File: config.mk
export PLATFORM = sky130hd
export DESIGN_NAME = match_table
export DESIGN_NICKNAME = d
export VERILOG_FILES = /design/src/rtl/match_table_pkg.sv /design/src/rtl/match_table_priority_encoder.sv /design/src/rtl/match_table.sv
export SDC_FILE = /design/constraint.sdc
export NUM_CORES = 1
export LEC_CHECK = 0
export CAP_MARGIN = 10
export CORE_ASPECT_RATIO = 0.6
export CORE_MARGIN = 2
export CORE_UTILIZATION = 56
export DETAILED_ROUTE_END_ITERATION = 6
export PLACE_DENSITY_LB_ADDON = 0.12
export SYNTH_ARGS = -nofsm -noshare
export SYNTH_HDL_FRONTEND = slang
export SYNTH_HIERARCHICAL = 1
export SYNTH_SLANG_ARGS = --single-unit
export TNS_END_PERCENT = 20
File: constraint.sdc
create_clock -name clk_i -period 2.8 [get_ports clk_i]
set_input_delay 0.28 -clock clk_i [delete_from_list [all_inputs] [get_ports clk_i]]
set_output_delay 0.28 -clock clk_i [all_outputs]
set_load 0.01 [all_outputs]
File: src/rtl/match_table_pkg.sv
// rtl/match_table_pkg.sv - shared entry type and sizing helper for match_table
package match_table_pkg;

    // Entry fields are sized for the widest supported configuration; narrower
    // instances zero-extend on write and truncate on read.
    localparam int ENTRY_IP_W = 64;
    localparam int ENTRY_OP_W = 32;

    typedef struct packed {
        logic                  vld;
        logic [ENTRY_IP_W-1:0] mask;
        logic [ENTRY_IP_W-1:0] value;
        logic [ENTRY_OP_W-1:0] result;
    } entry_t;

    function automatic int calc_idx_w(input int depth);
        int w;
        w = $clog2(depth);
        return (w < 1) ? 1 : w;
    endfunction

endpackage

File: src/rtl/match_table_priority_encoder.sv
// rtl/match_table_priority_encoder.sv - lowest-index-wins priority encoder
module priority_encoder
    import match_table_pkg::*;
#(
    parameter int WIDTH = 4,
    parameter int IDX_W = calc_idx_w(WIDTH)
) (
    input  logic [WIDTH-1:0] req,
    output logic [IDX_W-1:0] idx,
    output logic             found
);

    // Scanning downward lets the lowest set bit overwrite any higher one.
    always_comb begin
        idx   = '0;
        found = 1'b0;
        for (int i = WIDTH - 1; i >= 0; i--) begin
            if (req[i]) begin
                idx   = IDX_W'(i);
                found = 1'b1;
            end
        end
    end

endmodule

File: src/rtl/match_table.sv
// rtl/match_table.sv - masked ternary match table with one registered output stage
module match_table
    import match_table_pkg::*;
#(
    parameter int                  IP_WIDTH    = 10,
    parameter int                  OP_WIDTH    = 4,
    parameter int                  DEPTH       = 4,
    parameter logic [OP_WIDTH-1:0] MISS_RESULT = '0,
    localparam int                 IDX_W       = calc_idx_w(DEPTH)
) (
    input  logic                clk_i,
    input  logic                rst_i,
    input  logic                clr_i,
    input  logic                wr_en_i,
    input  logic [IDX_W-1:0]    wr_idx_i,
    input  logic                wr_vld_i,
    input  logic [IP_WIDTH-1:0] wr_mask_i,
    input  logic [IP_WIDTH-1:0] wr_value_i,
    input  logic [OP_WIDTH-1:0] wr_result_i,
    input  logic [IP_WIDTH-1:0] in_i,
    input  logic                in_valid_i,
    output logic                in_ready_o,
    output logic [OP_WIDTH-1:0] out_o,
    output logic                hit_o,
    output logic [IDX_W-1:0]    hit_idx_o,
    output logic                out_valid_o,
    input  logic                out_ready_i
);

    // Every entry is compared in parallel each cycle, so the table lives in flops.
    entry_t                tbl_q [DEPTH];
    logic [ENTRY_IP_W-1:0] in_ext;
    logic [DEPTH-1:0]      hit_vec;
    logic [IDX_W-1:0]      win_idx;
    logic                  win_found;
    logic [OP_WIDTH-1:0]   win_result;
    logic                  in_xfer;

    assign in_ext     = ENTRY_IP_W'(in_i);
    assign in_ready_o = !out_valid_o || out_ready_i;
    assign in_xfer    = in_valid_i && in_ready_o;

    always_comb begin
        hit_vec = '0;
        for (int e = 0; e < DEPTH; e++) begin
            hit_vec[e] = tbl_q[e].vld &&
                         (((in_ext ^ tbl_q[e].value) & tbl_q[e].mask) == '0);
        end
    end

    priority_encoder #(
        .WIDTH (DEPTH),
        .IDX_W (IDX_W)
    ) u_prio (
        .req   (hit_vec),
        .idx   (win_idx),
        .found (win_found)
    );

    always_comb begin
        win_result = MISS_RESULT;
        for (int e = 0; e < DEPTH; e++) begin
            if (win_found && (win_idx == IDX_W'(e))) begin
                win_result = OP_WIDTH'(tbl_q[e].result);
            end
        end
    end

    // Write takes precedence over clear on its own entry; indices past DEPTH match nothing.
    always_ff @(posedge clk_i) begin
        if (rst_i) begin
            for (int e = 0; e < DEPTH; e++) begin
                tbl_q[e] <= '0;
            end
        end else begin
            for (int e = 0; e < DEPTH; e++) begin
                if (wr_en_i && (wr_idx_i == IDX_W'(e))) begin
                    tbl_q[e] <= '{vld:    wr_vld_i,
                                  mask:   ENTRY_IP_W'(wr_mask_i),
                                  value:  ENTRY_IP_W'(wr_value_i),
                                  result: ENTRY_OP_W'(wr_result_i)};
                end else if (clr_i) begin
                    tbl_q[e].vld <= 1'b0;
                end
            end
        end
    end

    always_ff @(posedge clk_i) begin
        if (rst_i) begin
            out_valid_o <= 1'b0;
            out_o       <= MISS_RESULT;
            hit_o       <= 1'b0;
            hit_idx_o   <= '0;
        end else if (in_xfer) begin
            out_valid_o <= 1'b1;
            out_o       <= win_result;
            hit_o       <= win_found;
            hit_idx_o   <= win_found ? win_idx : '0;
        end else if (out_ready_i) begin
            out_valid_o <= 1'b0;
        end
    end

endmodule

==> results of run 1 <==
==> metal layers <==
metal  share of wire, %  up-vias  global-route usage, %  wire (µm)
li1                   -     1401                      -          -
met1                 49     1458                   38.7       5250
met2                 44       95                   34.8       4710
met3                6.3        5                   5.87        674
met4               0.45        0                   3.86         48
met5                  0        -                      0          0
==> worst paths after layout <==
| kind | slack (ns) | end | from |
|---|---|---|---|
| min reg2reg | 0.46 | hit_idx_o[1] | hit_idx_o[1] |
| min | 0.46 | hit_idx_o[1] | hit_idx_o[1] |
| max | 0.21 | out_o[0] | in_i[8] |
| max reg2reg | 0.25 | out_o[0] | tbl_q[1][11] |
==> what timing repair did <==
item                       4_1_cts  5_1_grt
gates resized for setup          0        6
setup buffers                    0        1
setup endpoints to repair        0        4
==> cells in the mapped netlist, drive strengths merged <==
library cell | instances | share of area, %
nor3b | 2 | 0.78
nand4 | 4 | 0.52
and3 | 1 | 0.13
clkbuf | 5 | 0.44
a21oi | 5 | 0.60
a221oi | 4 | 0.73
buf | 7 | 1.3
nor2b | 1 | 0.13
and2 | 101 | 13
nand3b | 2 | 0.31
dfxtp | 8 | 3.3
nand2 | 20 | 1.6
o2bb2ai | 4 | 0.73
nor2 | 13 | 1.1
nor3 | 6 | 0.86
mux2i | 4 | 0.83
xor2 | 40 | 7.3
inv | 2 | 0.16
edfxtp | 100 | 62
nand2b | 7 | 0.96
a222oi | 4 | 0.83
nand3 | 3 | 0.31
a22oi | 12 | 1.9
==> logic make-up (layout without fill, tap and decap cells) <==
family                 after synthesis  count (layout)  share of synthesized area (%)
XOR/XNOR                            40              40                           7.26
multiplexers                         4               4                          0.829
AND/OR/NAND/NOR                    160             160                           19.7
buffers and inverters               14              88                           1.94
AO/OA/AOI/OAI                       29              29                           4.74
flip-flops                         108             108                           65.5
==> tightest hold or removal path, cell delays in order (launching register included) <==
cell and delay [ns]:
dfxtp_1 0.32, nand2_1 0.05, a21oi_1 0.05
==> through the flow <==
step                      hold WS (ns)  utilization (%)
after floorplan                  0.409                -
after global placement           0.441             66.1
after detailed placement         0.447             66.1
after CTS                        0.460             69.2
final                            0.459             69.6
after global routing             0.493             69.6
==> area by class of cell <==
type                    count  share of cell area (%)
multi-input cells         233                    27.1
inverters                   2                   0.128
repair buffers             71                    12.0
clock inverters             5                   0.512
clock buffers              10                    3.91
flip-flops and latches    108                    53.9
well taps                 112                    2.39
==> power by group through the flow <==
stage / logic [W] / registers (W) / clock network, W
after floorplan: 0.000168 / 0.00195 / 0
final: 0.000372 / 0.00193 / 0.00114
after global routing: 0.000404 / 0.00194 / 0.00121
after CTS: 0.000368 / 0.00193 / 0.00115
after global placement: 0.000357 / 0.00196 / 0
after detailed placement: 0.000365 / 0.00196 / 0
==> sequential cells by signal (all words and copies together), names as in the netlist <==
name and flops:
hit_idx_o 2, hit_o 1, out_o 4, out_valid_o 1
tbl_q 100
==> results.md, run 1 <==
* Hold Path Class: flop to flop
* Worst-skew pair later-pin latency at roughly 0.34 ns
* Die Width at 124 µm
* Syn-to-layout area delta at 21.5%
* Crit Path Category: input pin to flop
* Vias per cell at 5.47
* Worst slew margin at 66.7%
* Antenna violations before repair at 0
* IR drop worst, VDD at 0.337 mV
* Buffers on Ports at 51
* Highest Clock Rate at 386 MHz
* Post-route insts no fill at around 540
* Drt wl/cell at ~20 µm
* Final hold violations at 0
* Vias at 2959
* Gate Count Post-Synth at 355
* Pre-antenna DRT Iters at 7
* Mean cell area of the mapped netlist at around 14 µm²
* All-layer global routing usage at 24.4%
* Cts bufs inserted at 9
* Buf/Inv on CP at 2
* Actual slew at the worst max-slew pin at approximately 0.50 ns
* Antenna Cells at 0
* Most frequent cells in the layout: 101 x and2_1, 100 x edfxtp_1, 49 x clkdlybuf4s50_1
* CP startpoint kind: input pin
* Multi-input gate area at ~1600 µm²
* Max Slew Vio Count at 0
* Worst-path cell chain: clkdlybuf4s50_1, xor2_1, a222oi_1, buf_4, nand4_1, nor2_1, a21oi_4, and3_1, a221oi_1, nor3_1
* CTS tree: built
* Final nets at 468
* Initial Util at 57.3%
* Die H at between 70 and 80 µm
* Dpl cell area at 5570 µm²
* Max Fanout on Critical Path at 7
* Fill count at 632
* Vias in the first global route at about 3000
* IO Count at 52
* Pint at 0.00265 W
* CORE AREA at 8430 µm²
* CP top delay family: compound AO/OA/AOI/OAI gates
* DRC viols at 0
* Clock slew at reported path FFs at approximately 0.070 ns
* Nature of the critical path endpoint: flop
* Initial DRC Count at 345
* Switching power total at 0.000798 W
* Final setup viols at 0
* Pre-CTS setup slack at -0.232 ns
* Minimum clock period at 2.59 ns
* Worst setup margin at between 0.2 and 0.25 ns
* Sequential element share of the synthesized area at 65.5%
* Reg area at 3160 µm²
* Mapped Area at 4830 µm²
* Final instance area at around 6000 µm²
* Final Routed Wirelength at between 10 and 15 mm
* CP Data Arrival Time at between 2 and 3 ns
* DIE AREA at roughly 9400 µm²
* Switching Fraction at a little under a quarter
* H-tree Lvls at 3
* Comb pwr share at 10.8%
* Worst clock skew at 0.00747 ns
* RSZ-0062 raised after global routing: false
* Final Wtd Congestion at 0.879
* Static Leak at around 2.2 nW
* Longest Clk Path Bufs at 2
* Net Count, Synth at 398
* Worst Hold Depth at 2
* Global-route wire length before repair at 16.6 mm
* Yosys cell types at 30
* Post-DP HPWL at 7.42 mm
* Most common cell after layout, fill and taps aside: and2_1
* CP peak stage delay at 0.50 ns
* Post-Place Cells at 525
* Hold buffer count at cts at 0
* Global route overflow at 0
* CP max stage cell: clkdlybuf4s50_1
* Largest net degree at the start of global routing at 26
* Worst EP required at 3.02 ns
* Share of total power in the clock network at 33.2%
* Clock root buffer: clkbuf_16
* Site Rows at 26
* Register share of total power at 56.0%
* Share of cells above drive strength 1 at 9.79%
* Status: complete, no violations
* PwrDens at 587 nW/µm²
* WP depth at 10
* TNS Setup at 0 ns
* Final ANT Viol Nets at 0
* Power after layout at ~0.0034 W
* YS warnings at 6
* Max Cap Violations at 0
* Number of cells on the worst reg-to-reg path at 10
* # clock sinks at 108
* Final period util at 92.5%
* Yosys reg bits at 108
No activity file was read; power rests on OpenSTA's default activity.
==> run 2, diff against run 1 <==
- CAP_MARGIN: 10 -> 20
==> results of run 2 <==
The final DEF is identical to that of run 1; final timing and power are the same.
